--- src/rtl/i2c_pkg.sv ---
// Shared I2C definitions: transmit FSM states, line-level constants and default sizing
// reused by both the transmit and receive byte paths.
package i2c_pkg;

   localparam int unsigned I2C_DATA_WIDTH = 8;
   localparam int unsigned I2C_CLK_DIV    = 4;

   // SDA level driven by the receiver during the 9th clock
   localparam logic I2C_ACK  = 1'b0;
   localparam logic I2C_NACK = 1'b1;

   typedef enum logic [2:0] {
      ST_IDLE,
      ST_LOW,
      ST_HIGH,
      ST_ACK_LOW,
      ST_ACK_HIGH,
      ST_FINISH
   } i2c_tx_state_e;

   // Counter width for a range of n values; never narrower than one bit
   function automatic int unsigned cnt_width(input int unsigned n);
      return (n <= 1) ? 1 : $clog2(n);
   endfunction

endpackage

--- src/rtl/register_piso_param.sv ---
// Parallel-in, serial-out shift register; the MSB is the serial output and
// zeros enter at the LSB on every shift.
module register_piso_param
   import i2c_pkg::*;
#(
   parameter int unsigned           reg_width   = I2C_DATA_WIDTH,
   parameter logic [reg_width-1:0]  reset_value = '0
) (
   input  logic                 clk,
   input  logic                 rst,
   input  logic                 load,
   input  logic                 shift,
   input  logic                 clear,
   input  logic [reg_width-1:0] par_in,
   output logic                 ser_out
);

   logic [reg_width-1:0] shift_reg;

   // clear has priority over load, load over shift
   always_ff @(posedge clk or posedge rst) begin
      if (rst) begin
         shift_reg <= reset_value;
      end else if (clear) begin
         shift_reg <= reset_value;
      end else if (load) begin
         shift_reg <= par_in;
      end else if (shift) begin
         shift_reg <= shift_reg << 1;
      end
   end

   assign ser_out = shift_reg[reg_width-1];

endmodule

--- src/rtl/i2c_byte_tx.sv ---
// Master-side I2C byte transmitter: drives SCL, shifts a byte out MSB-first on SDA,
// then releases SDA for the 9th clock and samples the slave acknowledge.
module i2c_byte_tx
   import i2c_pkg::*;
#(
   parameter int unsigned data_width = I2C_DATA_WIDTH,
   parameter int unsigned clk_div    = I2C_CLK_DIV
) (
   input  logic                  clk,
   input  logic                  rst,
   input  logic                  start,
   input  logic [data_width-1:0] tx_data,
   input  logic                  scl_in,
   input  logic                  sda_in,
   output logic                  scl_oe,
   output logic                  sda_oe,
   output logic                  busy,
   output logic                  done,
   output logic                  ack
);

   localparam int unsigned   BIT_W    = cnt_width(data_width);
   localparam int unsigned   PH_W     = cnt_width(clk_div);
   localparam logic [BIT_W-1:0] BIT_LAST = BIT_W'(data_width - 1);
   localparam logic [PH_W-1:0]  PH_LAST  = PH_W'(clk_div - 1);

   i2c_tx_state_e    state;
   logic [BIT_W-1:0] bit_cnt;
   logic [PH_W-1:0]  phase;
   logic             sr_load;
   logic             sr_shift;
   logic             sr_clear;
   logic             sr_msb;
   logic             scl_seen_high_c;
   logic             phase_last_c;

   // While our own registered drive is still pulling SCL low (first cycle of a high
   // phase) the low line is not a stretch; only a released-but-low line holds the count.
   assign scl_seen_high_c = scl_in | scl_oe;
   assign phase_last_c    = (phase == PH_LAST);

   assign sr_load  = (state == ST_IDLE) && start;
   assign sr_shift = (state == ST_HIGH) && scl_seen_high_c && phase_last_c;
   assign sr_clear = (state == ST_FINISH);

   register_piso_param #(
      .reg_width   (data_width),
      .reset_value ('0)
   ) u_shift (
      .clk     (clk),
      .rst     (rst),
      .load    (sr_load),
      .shift   (sr_shift),
      .clear   (sr_clear),
      .par_in  (tx_data),
      .ser_out (sr_msb)
   );

   // Transfer sequencer; line controls are registered from the current state
   always_ff @(posedge clk or posedge rst) begin
      if (rst) begin
         state   <= ST_IDLE;
         bit_cnt <= '0;
         phase   <= '0;
         scl_oe  <= 1'b0;
         sda_oe  <= 1'b0;
         busy    <= 1'b0;
         done    <= 1'b0;
         ack     <= 1'b0;
      end else begin
         done <= 1'b0;
         case (state)
            ST_IDLE: begin
               scl_oe <= 1'b0;
               sda_oe <= 1'b0;
               busy   <= start;
               phase  <= '0;
               if (start) begin
                  ack     <= 1'b0;
                  bit_cnt <= BIT_LAST;
                  state   <= ST_LOW;
               end
            end

            ST_LOW: begin
               scl_oe <= 1'b1;
               sda_oe <= ~sr_msb;
               if (phase_last_c) begin
                  phase <= '0;
                  state <= ST_HIGH;
               end else begin
                  phase <= phase + PH_W'(1);
               end
            end

            ST_HIGH: begin
               scl_oe <= 1'b0;
               if (scl_seen_high_c) begin
                  if (phase_last_c) begin
                     phase   <= '0;
                     bit_cnt <= bit_cnt - BIT_W'(1);
                     state   <= (bit_cnt == '0) ? ST_ACK_LOW : ST_LOW;
                  end else begin
                     phase <= phase + PH_W'(1);
                  end
               end
            end

            ST_ACK_LOW: begin
               scl_oe <= 1'b1;
               sda_oe <= 1'b0;
               if (phase_last_c) begin
                  phase <= '0;
                  state <= ST_ACK_HIGH;
               end else begin
                  phase <= phase + PH_W'(1);
               end
            end

            ST_ACK_HIGH: begin
               scl_oe <= 1'b0;
               if (scl_seen_high_c) begin
                  if (phase_last_c) begin
                     ack   <= (sda_in == I2C_ACK);
                     phase <= '0;
                     state <= ST_FINISH;
                  end else begin
                     phase <= phase + PH_W'(1);
                  end
               end
            end

            ST_FINISH: begin
               scl_oe <= 1'b1;
               sda_oe <= 1'b0;
               done   <= 1'b1;
               state  <= ST_IDLE;
            end

            default: begin
               state <= ST_IDLE;
            end
         endcase
      end
   end

endmodule
--- config.mk ---
export PLATFORM = sky130hd
export DESIGN_NAME = i2c_byte_tx
export DESIGN_NICKNAME = d
export VERILOG_FILES = /design/src/rtl/i2c_pkg.sv /design/src/rtl/register_piso_param.sv /design/src/rtl/i2c_byte_tx.sv
export SDC_FILE = /design/constraint.sdc
export NUM_CORES = 1
export LEC_CHECK = 0
export CAP_MARGIN = 30
export CORE_MARGIN = 2
export CORE_UTILIZATION = 40
export DETAILED_ROUTE_END_ITERATION = 8
export PLACE_DENSITY = 0.7
export REMOVE_ABC_BUFFERS = 1
export SLEW_MARGIN = 30
export SYNTH_ARGS = -nofsm -noshare
export SYNTH_HDL_FRONTEND = slang
export SYNTH_SLANG_ARGS = --single-unit
--- constraint.sdc ---
create_clock -name clk -period 1.8 [get_ports clk]
set_clock_uncertainty 0.15 [all_clocks]
set_input_delay 0.54 -clock clk [delete_from_list [all_inputs] [get_ports clk]]
set_output_delay 0.54 -clock clk [all_outputs]
set_load 0.01 [all_outputs]
Word level (Yosys, flattened, before mapping)
Index checks and enable logic that the tools add are counted.
W data, S select, Z words.
{ "word_totals": {"reg_bits": 21, "latchBits": 0, "ram_bits": 0, "rom_bits": 0, "inputBits": 13, "output_inout_bits": 5, "wordCells": 74, "memories": 0} }
{ "classes": {"addsub": 2, "mul": 0, "n_div": 0, "magnitude_cmp": 0, "n_eq_ne": 14, "n_shift": 0, "mux": 26, "n_bitwise": 3, "reduce_logical": 20} }
{ "op_table": {"columns": ["operator", "n"], "rows": [
  ["$mux W3", 10],
  ["$mux W8", 3],
  ["$pmux W3 S5", 1],
  ["$ne A2 B2 Y1 const B", 7],
  ["$reduce_or A3 Y1", 3],
  ["$reduce_and A4 Y1", 2],
  ["$reduce_bool A2 Y1", 4],
  ["$reduce_and A7 Y1", 1],
  ["$eq A3 B2 Y1 const B", 2],
  ["$eq A3 B3 Y1 const B", 2],
  ["$logic_not A3 Y1", 2],
  ["$mux W2", 3],
  ["$pmux W1 S2", 3],
  ["$pmux W2 S3", 1],
  ["$pmux W3 S2", 1],
  ["$reduce_bool A3 Y1", 2],
  ["$mux W1", 4],
  ["$reduce_or A2 Y1", 2],
  ["$eq A3 B1 Y1 const B", 1],
  ["$logic_and A1 B1 Y1", 3],
  ["$sub A3 B1 Y3 const B", 1],
  ["$add A2 B1 Y2 const B", 1],
  ["$eq A2 B2 Y1 const B", 1],
  ["$ne A2 B1 Y1 const B", 1],
  ["3 further kinds", 4]
]} }

Longest topological paths before layout
Gate-level depths: netlist (run 1).
{ "depth": {"ltp_word": 6, "ltp_mapped": 5, "ltp_nobuf": 5} }

Hierarchy
A second synthesis (run 1) with hierarchy kept.
{ "hier_totals": {"hier_cells": 117, "area_unflattened_um2": 1197.4} }
{ "by_module_without_submodules": {"columns": ["module", "instances", "cells_per_inst", "area_each_um2", "seq_area_each_um2"], "rows": [
  ["i2c_byte_tx", 1, 81, 784.5, 325.3],
  ["register_piso_param", 1, 36, 412.9, 200.2]
]} }

Least setup slack after synthesis (run 1)
No wires, ideal clock.
{ "synth_timing": {"kind": "reg-to-reg", "startpoint": "reg scl_oe", "endpoint": "reg ack", "setup_time_ns": 0.121, "t_arrival_ns": 1.344, "t_required_ns": 1.529, "setup_slack_ns": 0.185, "stages_incl_launch_ff": 5, "path_buffers": 1, "synth_period_minus_slack_ns": 1.615, "cell_sequence": "dfrtp_1 -> buf_2 -> o21ai_0 -> mux2_2 -> a22o_1"} }
{ "synth_via": {"elab_chain_cells": 3} }
{ "synth_rtl": {"columns": ["element", "line_no", "text"], "rows": [
  ["start: declaration", "i2c_byte_tx.sv:15", "output logic scl_oe,"],
  ["start signal: assignment", "i2c_byte_tx.sv:65", "scl_oe <= 1'b0;"],
  ["start signal: assignment", "i2c_byte_tx.sv:74", "scl_oe <= 1'b0;"],
  ["start signal: assignment", "i2c_byte_tx.sv:86", "scl_oe <= 1'b1;"],
  ["$or A1 B1 Y1", "i2c_byte_tx.sv:39", "assign scl_seen_high_c = scl_in | scl_oe;"],
  ["$ne A2 B2 Y1 (no source line)", null, null],
  ["$reduce_and A4 Y1 (no source line)", null, null],
  ["end signal: assignment", "i2c_byte_tx.sv:124", "ack <= (sda_in == I2C_ACK);"],
  ["end: declaration", "i2c_byte_tx.sv:19", "output logic ack"]
]} }
Every way passes these cells.
A chain may end at the register's enable or synchronous reset.

Worst setup path in the final report (run 1)
{ "layout_timing": {"startpoint": "in scl_in", "endpoint": "reg u_shift.shift_reg[6]"} }
{ "layout_via": {"elab_chain_cells": 4} }
{ "layout_rtl": {"columns": ["element", "line_no", "text"], "rows": [
  ["start: declaration", "i2c_byte_tx.sv:13", "input logic scl_in,"],
  ["$or A1 B1 Y1", "i2c_byte_tx.sv:39", null],
  ["$logic_and A1 B1 Y1 (2 in a row)", "i2c_byte_tx.sv:43", "assign sr_shift = (state == ST_HIGH) && scl_seen_high_c && phase_last_c;"],
  ["$reduce_bool A3 Y1 (no source line)", null, null],
  ["end signal: assignment", "register_piso_param.sv:25", "shift_reg <= reset_value;"],
  ["end signal: assignment", "register_piso_param.sv:27", "shift_reg <= par_in;"],
  ["end signal: assignment", "register_piso_param.sv:29", "shift_reg <= shift_reg << 1;"],
  ["end: declaration", "register_piso_param.sv:18", "logic [reg_width-1:0] shift_reg;"]
]} }
Every way passes these cells.

==> results of run 1 <==
==> through the flow <==
stage / instances / total power [mW] / setup WS (ps) / cell area (um^2) / setup TNS [ps]
after CTS: 183 / 2.101 / 34.51 / 1498 / 0
after floorplan: 115 / 1.426 / 124.9 / 1147 / 0
after detailed placement: 177 / 1.866 / -309.6 / 1461 / -3451
after global placement: 177 / 1.811 / -241.5 / 1461 / -2875
final: 183 / 2.106 / 19.80 / 1508 / 0
after global routing: 183 / 2.276 / -1.154 / 1508 / -1.154
==> cells in the mapped netlist (all sizes together) <==
cell type	count	area share, %
a22oi	1	0.62
nand3b	1	0.62
o21a	2	1.2
nand2b	3	1.6
nor2	6	1.9
nor3	4	1.7
a311oi	1	0.72
nand2	15	4.7
buf	10	5.2
o32ai	1	0.72
o21ba	1	0.83
dfrtp	21	43
nor3b	1	1.0
or3	1	0.52
nor2b	2	1.0
and3b	1	0.72
a21oi	2	0.83
a31oi	2	1.0
mux2i	2	1.7
o21ai	17	7.0
inv	5	1.6
nor4b	1	2.0
o31a	1	0.72
or4b	1	1.1
o211ai	1	0.62
nor4	2	1.6
a22o	1	0.72
mux2	2	1.9
nand3	1	0.41
a21o	1	0.62
a211oi	1	0.62
o31ai	1	0.62
a32oi	8	5.8
a211o	1	0.72
ha	4	4.1
==> worst reg2reg max path, stage by stage, from the launching register on <==
cell and delay, ps:
dfrtp_1 440, ha_2 250, o21ai_1 140, mux2_2 360, a22o_1 230
==> per-layer routing <==
layer	track usage (%)	vias up	share of wire, %	wire length [um]
li1	-	516	-	-
met1	21.61	505	45	1205
met2	27.94	30	50	1343
met3	1.528	5	3.2	86
met4	8.442	0	2.1	57
met5	0	-	0	0
==> power groups by stage <==
stage	registers, mW	logic, mW	clock network [mW]
floorplan	0.894	0.532	0
detailed placement	0.847	1.02	0
CTS	0.832	1.03	0.243
global placement	0.831	0.980	0
finish	0.835	1.03	0.236
global route	0.864	1.15	0.259
==> worst min path at each step <==
stage,startpoint,end,slack (ps),cells past startpoint
finish,bit_cnt[0]$_DFFE_PP0P_,bit_cnt[0]$_DFFE_PP0P_,340,1
CTS,bit_cnt[0]$_DFFE_PP0P_,bit_cnt[0]$_DFFE_PP0P_,350,1
global route,bit_cnt[0]$_DFFE_PP0P_,bit_cnt[0]$_DFFE_PP0P_,380,1
global placement,u_shift.shift_reg[7]$_DFFE_PP0P_,sda_oe$_DFFE_PP0P_,310,1
floorplan,u_shift.shift_reg[7]$_DFFE_PP0P_,sda_oe$_DFFE_PP0P_,290,1
detailed placement,bit_cnt[0]$_DFFE_PP0P_,bit_cnt[0]$_DFFE_PP0P_,330,1
==> placed cells by master, fill, tap and decap left out, types with 2 or more instances in the layout <==
cell,count
a21oi_1,2
a31oi_1,2
a32oi_1,7
buf_4,16
clkbuf_4,3
clkdlybuf4s50_1,12
dfrtp_1,21
dlygate4sd2_1,5
ha_1,3
inv_1,5
mux2_2,2
mux2i_1,2
nand2_1,15
nand2b_1,3
nor2_1,6
nor2b_1,2
nor3_1,4
o21a_1,2
o21ai_0,8
o21ai_1,9
==> kinds of logic (layout without fill, tap and decap cells) <==
kind of cell,after synthesis,in the layout,share of synthesized area [%]
adders and majority gates,4,4,4.137
buffers and inverters,15,42,6.722
AOI/OAI and AO/OA,42,42,23.48
DFF,21,21,43.43
and+or+nand+nor,39,39,18.72
muxes,4,4,3.516
==> final cells by class <==
cell class | count | share of cell area [%]
clock buffers | 3 | 1.494
flip-flops and latches | 21 | 34.85
inverters | 5 | 1.245
well taps | 31 | 2.573
multi-input cells | 89 | 40.66
clock inverters | 1 | 0.3319
repair buffers | 33 | 18.84
==> what timing repair did <==
action,4_1_cts,5_1_grt
buffers inserted,2,0
hold buffers,0,0
resized for setup,5,3
setup endpoints to repair,5,3
==> flow_metrics.py, run 1 <==
metrics = {
    "timing": {
        "worstMarginPinSlew_ps": 475.0,
        "hold_slack_ps": 341.7,
        "fin_crit_sh_pct": 98.90,
        "finalMaxSlewViolations": 0,
        "layout_min_cycle_time_ps": 1780,
        "rsz0062_at_grt": "yes",
        "finalSetupViolations": 0,
        "final-hold-violation-count": 0,
        "relSlewSlack_pct": 68.33,
        "fmax_mhz": 561.7,
    },
    "cts": {
        "clockBufferDepth": 2,
        "h-tree-depth": 1,
        "cts_buffers": 3,
        "cts_num_sinks": 21,
        "cts_tree": "built",
        "clkTransAtPathRegs_ps": 120,
        "clockRootBuffer": "clkbuf_4",
        "worstSkewPairLatency_ps": 310,
    },
    "global_routing": {
        "antenna_found_initial": 0,
        "grt_max_degree": 22,
        "grt_pass1_vias": 983,
        "grt_pass1_wl_um": 4416,
        "grt_util_all_layers_pct": 16.74,
        "overflow": 0,
    },
    "detailed_routing": {
        "drt_iter0_drc": 42,
        "drt_wl_total_um": 2693,
        "drc": 0,
        "drt-pass1-iter-count": 6,
        "avgViaCountPerCell": 5.770,
        "ant_nets": 0,
        "via_count": 1056,
        "wl_per_cell_um": 14.72,
    },
    "run": {
        "max_cap_violations": 0,
    },
    "finish": {
        "drive_gt1_share_pct": 19.08,
        "antenna-diode-count": 0,
        "fin_nets": 170,
        "largest_register_ffs": 8,
        "utilization_pct": 53.75,
        "ff_latch_area_um2": 525.5,
        "fillers": 266,
        "syn_to_final_growth_pct": 24.61,
        "multi_input_area_um2": 613.1,
    },
    "placement": {
        "io_buffers": 17,
        "dp_hpwl_um": 1938,
        "place_congestion": 0.7930,
    },
    "die": {
        "die_area_um2": 3480,
        "fp.dieH_um": 59.00,
        "top_level_ports": 18,
        "chipWidth_um": 59.00,
        "rows": 19,
        "initial_core_util_pct": 43.13,
        "core_region_area_um2": 2805,
    },
    "yosys": {
        "synth-warning-count": 0,
        "avgSynthCellArea_um2": 9.679,
        "ys_seq_area_share_pct": 43.43,
        "ys_seq_elements": 21,
        "synth_cells": 125,
        "synthesis.area_um2": 1210,
        "ys_types": 38,
    },
    "power": {
        "p_comb_share_pct": 49.1,
        "pwr-share-clk_pct": 11.2,
        "p_sw_mw": 0.8673,
        "power_frac_seq_pct": 39.7,
        "p_int_mw": 1.238,
        "total_leakage_power_nw": 0.6742,
        "powerDensity_nw_per_um2": 1397,
        "ir_worst_vdd_mv": 0.5002,
        "swShare_pct": 41.19,
    },
    "setup_path": {
        "endpoint": "u_shift.shift_reg[6]$_DFFE_PP0P_",
        "r2r_start": "phase[0]$_DFFE_PP0P_",
        "rr_worst_depth": 4,
        "crit_family": "buffers and inverters",
        "crit_path_end_kind": "flip-flop",
        "cp.arrival_ps": 1830,
        "rr_endpoint": "ack$_DFFE_PP0P_",
        "crit_required_ps": 1850,
        "crit_path_max_incr_delay_ps": 430,
        "crit_slowest_cell": "clkdlybuf4s50_1",
        "worst-path-buf-inv": 3,
        "crit_path_frequent_cell": "buf_4",
        "start_kind": "input port",
        "worstSetupPathDepth": 6,
        "critPathKind": "input port to flip-flop",
        "path_cells": "clkdlybuf4s50_1 > buf_4 > o21a_1 > buf_4 > a32oi_1 > o21ai_1",
        "rrSetupSlack_ps": 130,
        "crit_path_start": "scl_in",
        "path_max_fanout": 7,
    },
    "min_path": {
        "hold_path_class": "flip-flop to flip-flop",
    },
    "outcome": {
        "status": "finished, final reports clean",
    },
}
Note: power is estimated with default switching activity, not from simulation.
==> run 2: changes to the inputs <==
--- a/config.mk
+++ b/config.mk
@@ -7,9 +7,9 @@
 export LEC_CHECK = 0
 export CAP_MARGIN = 30
 export CORE_MARGIN = 2
-export CORE_UTILIZATION = 40
+export CORE_UTILIZATION = 25
 export DETAILED_ROUTE_END_ITERATION = 8
-export PLACE_DENSITY = 0.7
+export PLACE_DENSITY_LB_ADDON = 0.05
 export REMOVE_ABC_BUFFERS = 1
 export SLEW_MARGIN = 30
 export SYNTH_ARGS = -nofsm -noshare
==> flow_metrics.py, run 2 (synthesized netlist as in run 1, its figures left out) <==
metrics = {
    "outcome": {
        "status": "finished, final reports clean",
    },
    "setup_path": {
        "crit_required_ps": 1790,
        "path_max_fanout": 9,
        "cp.arrival_ps": 1730,
        "crit_slowest_cell": "or4b_4",
        "rrSetupSlack_ps": 150,
        "crit_path_end_kind": "flip-flop",
        "r2r_start": "phase[0]$_DFFE_PP0P_",
        "path_cells": "clkdlybuf4s50_1 > or4b_4 > nand2_1 > o21ai_1",
        "start_kind": "input port",
        "crit_path_max_incr_delay_ps": 540,
        "worst-path-buf-inv": 1,
        "crit_family": "simple AND/OR/NAND/NOR gates",
        "crit_path_start": "start",
        "critPathKind": "input port to flip-flop",
    },
    "timing": {
        "rsz0062_at_grt": "no",
        "relSlewSlack_pct": 72.84,
        "fmax_mhz": 575.6,
        "finalMaxSlewViolations": 0,
        "final-hold-violation-count": 0,
        "layout_min_cycle_time_ps": 1737,
        "finalWorstSetupSlack_ps": 62.74,
        "worstMarginPinSlew_ps": 407.5,
        "fin_crit_sh_pct": 96.51,
        "finalSetupViolations": 0,
        "tns_ps": 0,
    },
    "global_routing": {
        "grt_max_degree": 22,
        "overflow": 0,
        "antenna_found_initial": 0,
        "grt_pass1_vias": 1051,
        "grt_util_all_layers_pct": 12.08,
        "grt_pass1_wl_um": 5030,
    },
    "cts": {
        "h-tree-depth": 1,
        "clockRootBuffer": "clkbuf_8",
        "cts_tree": "built",
        "clockBufferDepth": 2,
        "postCtsHoldBufs": 0,
        "clkTransAtPathRegs_ps": 80,
        "cts_buffers": 3,
        "worstSkewPairLatency_ps": 260,
        "cts_num_sinks": 21,
    },
    "die": {
        "top_level_ports": 18,
        "core_region_area_um2": 4692,
        "fp.dieH_um": 73.57,
        "initial_core_util_pct": 25.79,
        "rows": 25,
        "chipWidth_um": 73.57,
        "die_area_um2": 5412,
    },
    "min_path": {
        "hold_path_class": "flip-flop to flip-flop",
        "hold_start": "u_shift.shift_reg[7]$_DFFE_PP0P_",
    },
    "finish": {
        "syn_to_final_growth_pct": 32.68,
        "multi_input_area_um2": 623.1,
        "utilization_pct": 34.21,
        "ff_latch_area_um2": 525.5,
        "drive_gt1_share_pct": 22.29,
        "fillers": 502,
        "final_cell_area_um2": 1605,
        "largest_register_ffs": 8,
        "antenna-diode-count": 0,
        "fin_nets": 175,
        "final_cell_mix": "21 x dfrtp_1, 21 x buf_4, 15 x nand2_1",
    },
    "placement": {
        "placed_area_um2": 1528,
        "place_congestion": 0.7052,
        "pre_cts_ws_ps": -302.4,
        "io_buffers": 17,
        "dp_hpwl_um": 2174,
    },
    "detailed_routing": {
        "drt_wl_total_um": 3021,
        "drt_iter0_drc": 57,
        "avgViaCountPerCell": 5.043,
        "ant_nets": 0,
        "drt-pass1-iter-count": 4,
        "drc": 0,
        "wl_per_cell_um": 14.32,
        "via_count": 1064,
    },
    "power": {
        "power.total_mw": 2.227,
        "powerDensity_nw_per_um2": 1388,
        "total_leakage_power_nw": 0.7157,
        "ir_worst_vdd_mv": 0.3279,
    },
    "run": {
        "max_cap_violations": 0,
    },
}
==> run 2: final timing paths <==
kind                                                    endpoint  depth (start not counted)
worst min-delay path                          sda_oe$_DFFE_PP0P_                          1
max in group asynchronous                         done$_DFF_PP0_                          3
min in group asynchronous                     scl_oe$_DFFE_PP0P_                          3
worst max register to register                   ack$_DFFE_PP0P_                          4
worst max-delay path            u_shift.shift_reg[3]$_DFFE_PP0P_                          4
worst min register to register                sda_oe$_DFFE_PP0P_                          1
==> run 2: where the power goes <==
group / total (mW) / leakage [nW] / switching, mW / internal [mW]
Combinational: 1.10 / 0.437 / 0.568 / 0.528
Sequential: 0.813 / 0.253 / 0.155 / 0.658
Clock: 0.318 / 0.0255 / 0.164 / 0.154
Total: 2.23 / 0.716 / 0.887 / 1.34
==> run 2: layout make-up <==
| cell class | instances | share of cell area, % |
|---|---|---|
| timing repair buffer | 38 | 20.19 |
| clock buffer | 3 | 2.572 |
| clock inverter | 1 | 0.3118 |
| inverter | 5 | 1.169 |
| multi-input combinational | 89 | 38.82 |
| sequential | 21 | 32.74 |
| tap | 54 | 4.209 |
==> run 2: worst reg2reg max path: cells and delay by family, from the launching register on <==
kind,cells,cell delay [ps]
fa+ha+maj,1,260
flops,1,420
compound gates,2,370
mux,1,360
==> run 2: metal layers <==
layer | track usage [%] | share of wire, % | routed length (um) | vias up
li1 | - | - | - | 520
met1 | 16.98 | 49 | 1493 | 527
met2 | 18.65 | 47 | 1423 | 15
met3 | 2.058 | 2.6 | 79 | 2
met4 | 4.242 | 0.83 | 25 | 0
met5 | 0 | 0 | 0 | -
==> run 2: through the flow <==
step	std cells	hold WS, ps
after floorplan	115	294.0
after detailed placement	205	321.5
after global placement	205	314.2
after global routing	211	358.8
final	211	336.4
after CTS	211	333.6
==> run 2: repair_timing <==
action | in CTS | in global routing
setup endpoints to repair | 7 | 13
buffers inserted | 2 | 0
gates resized for setup | 6 | 4
pin swaps | 2 | 2
endpoints found under the hold margin | 0 | 0
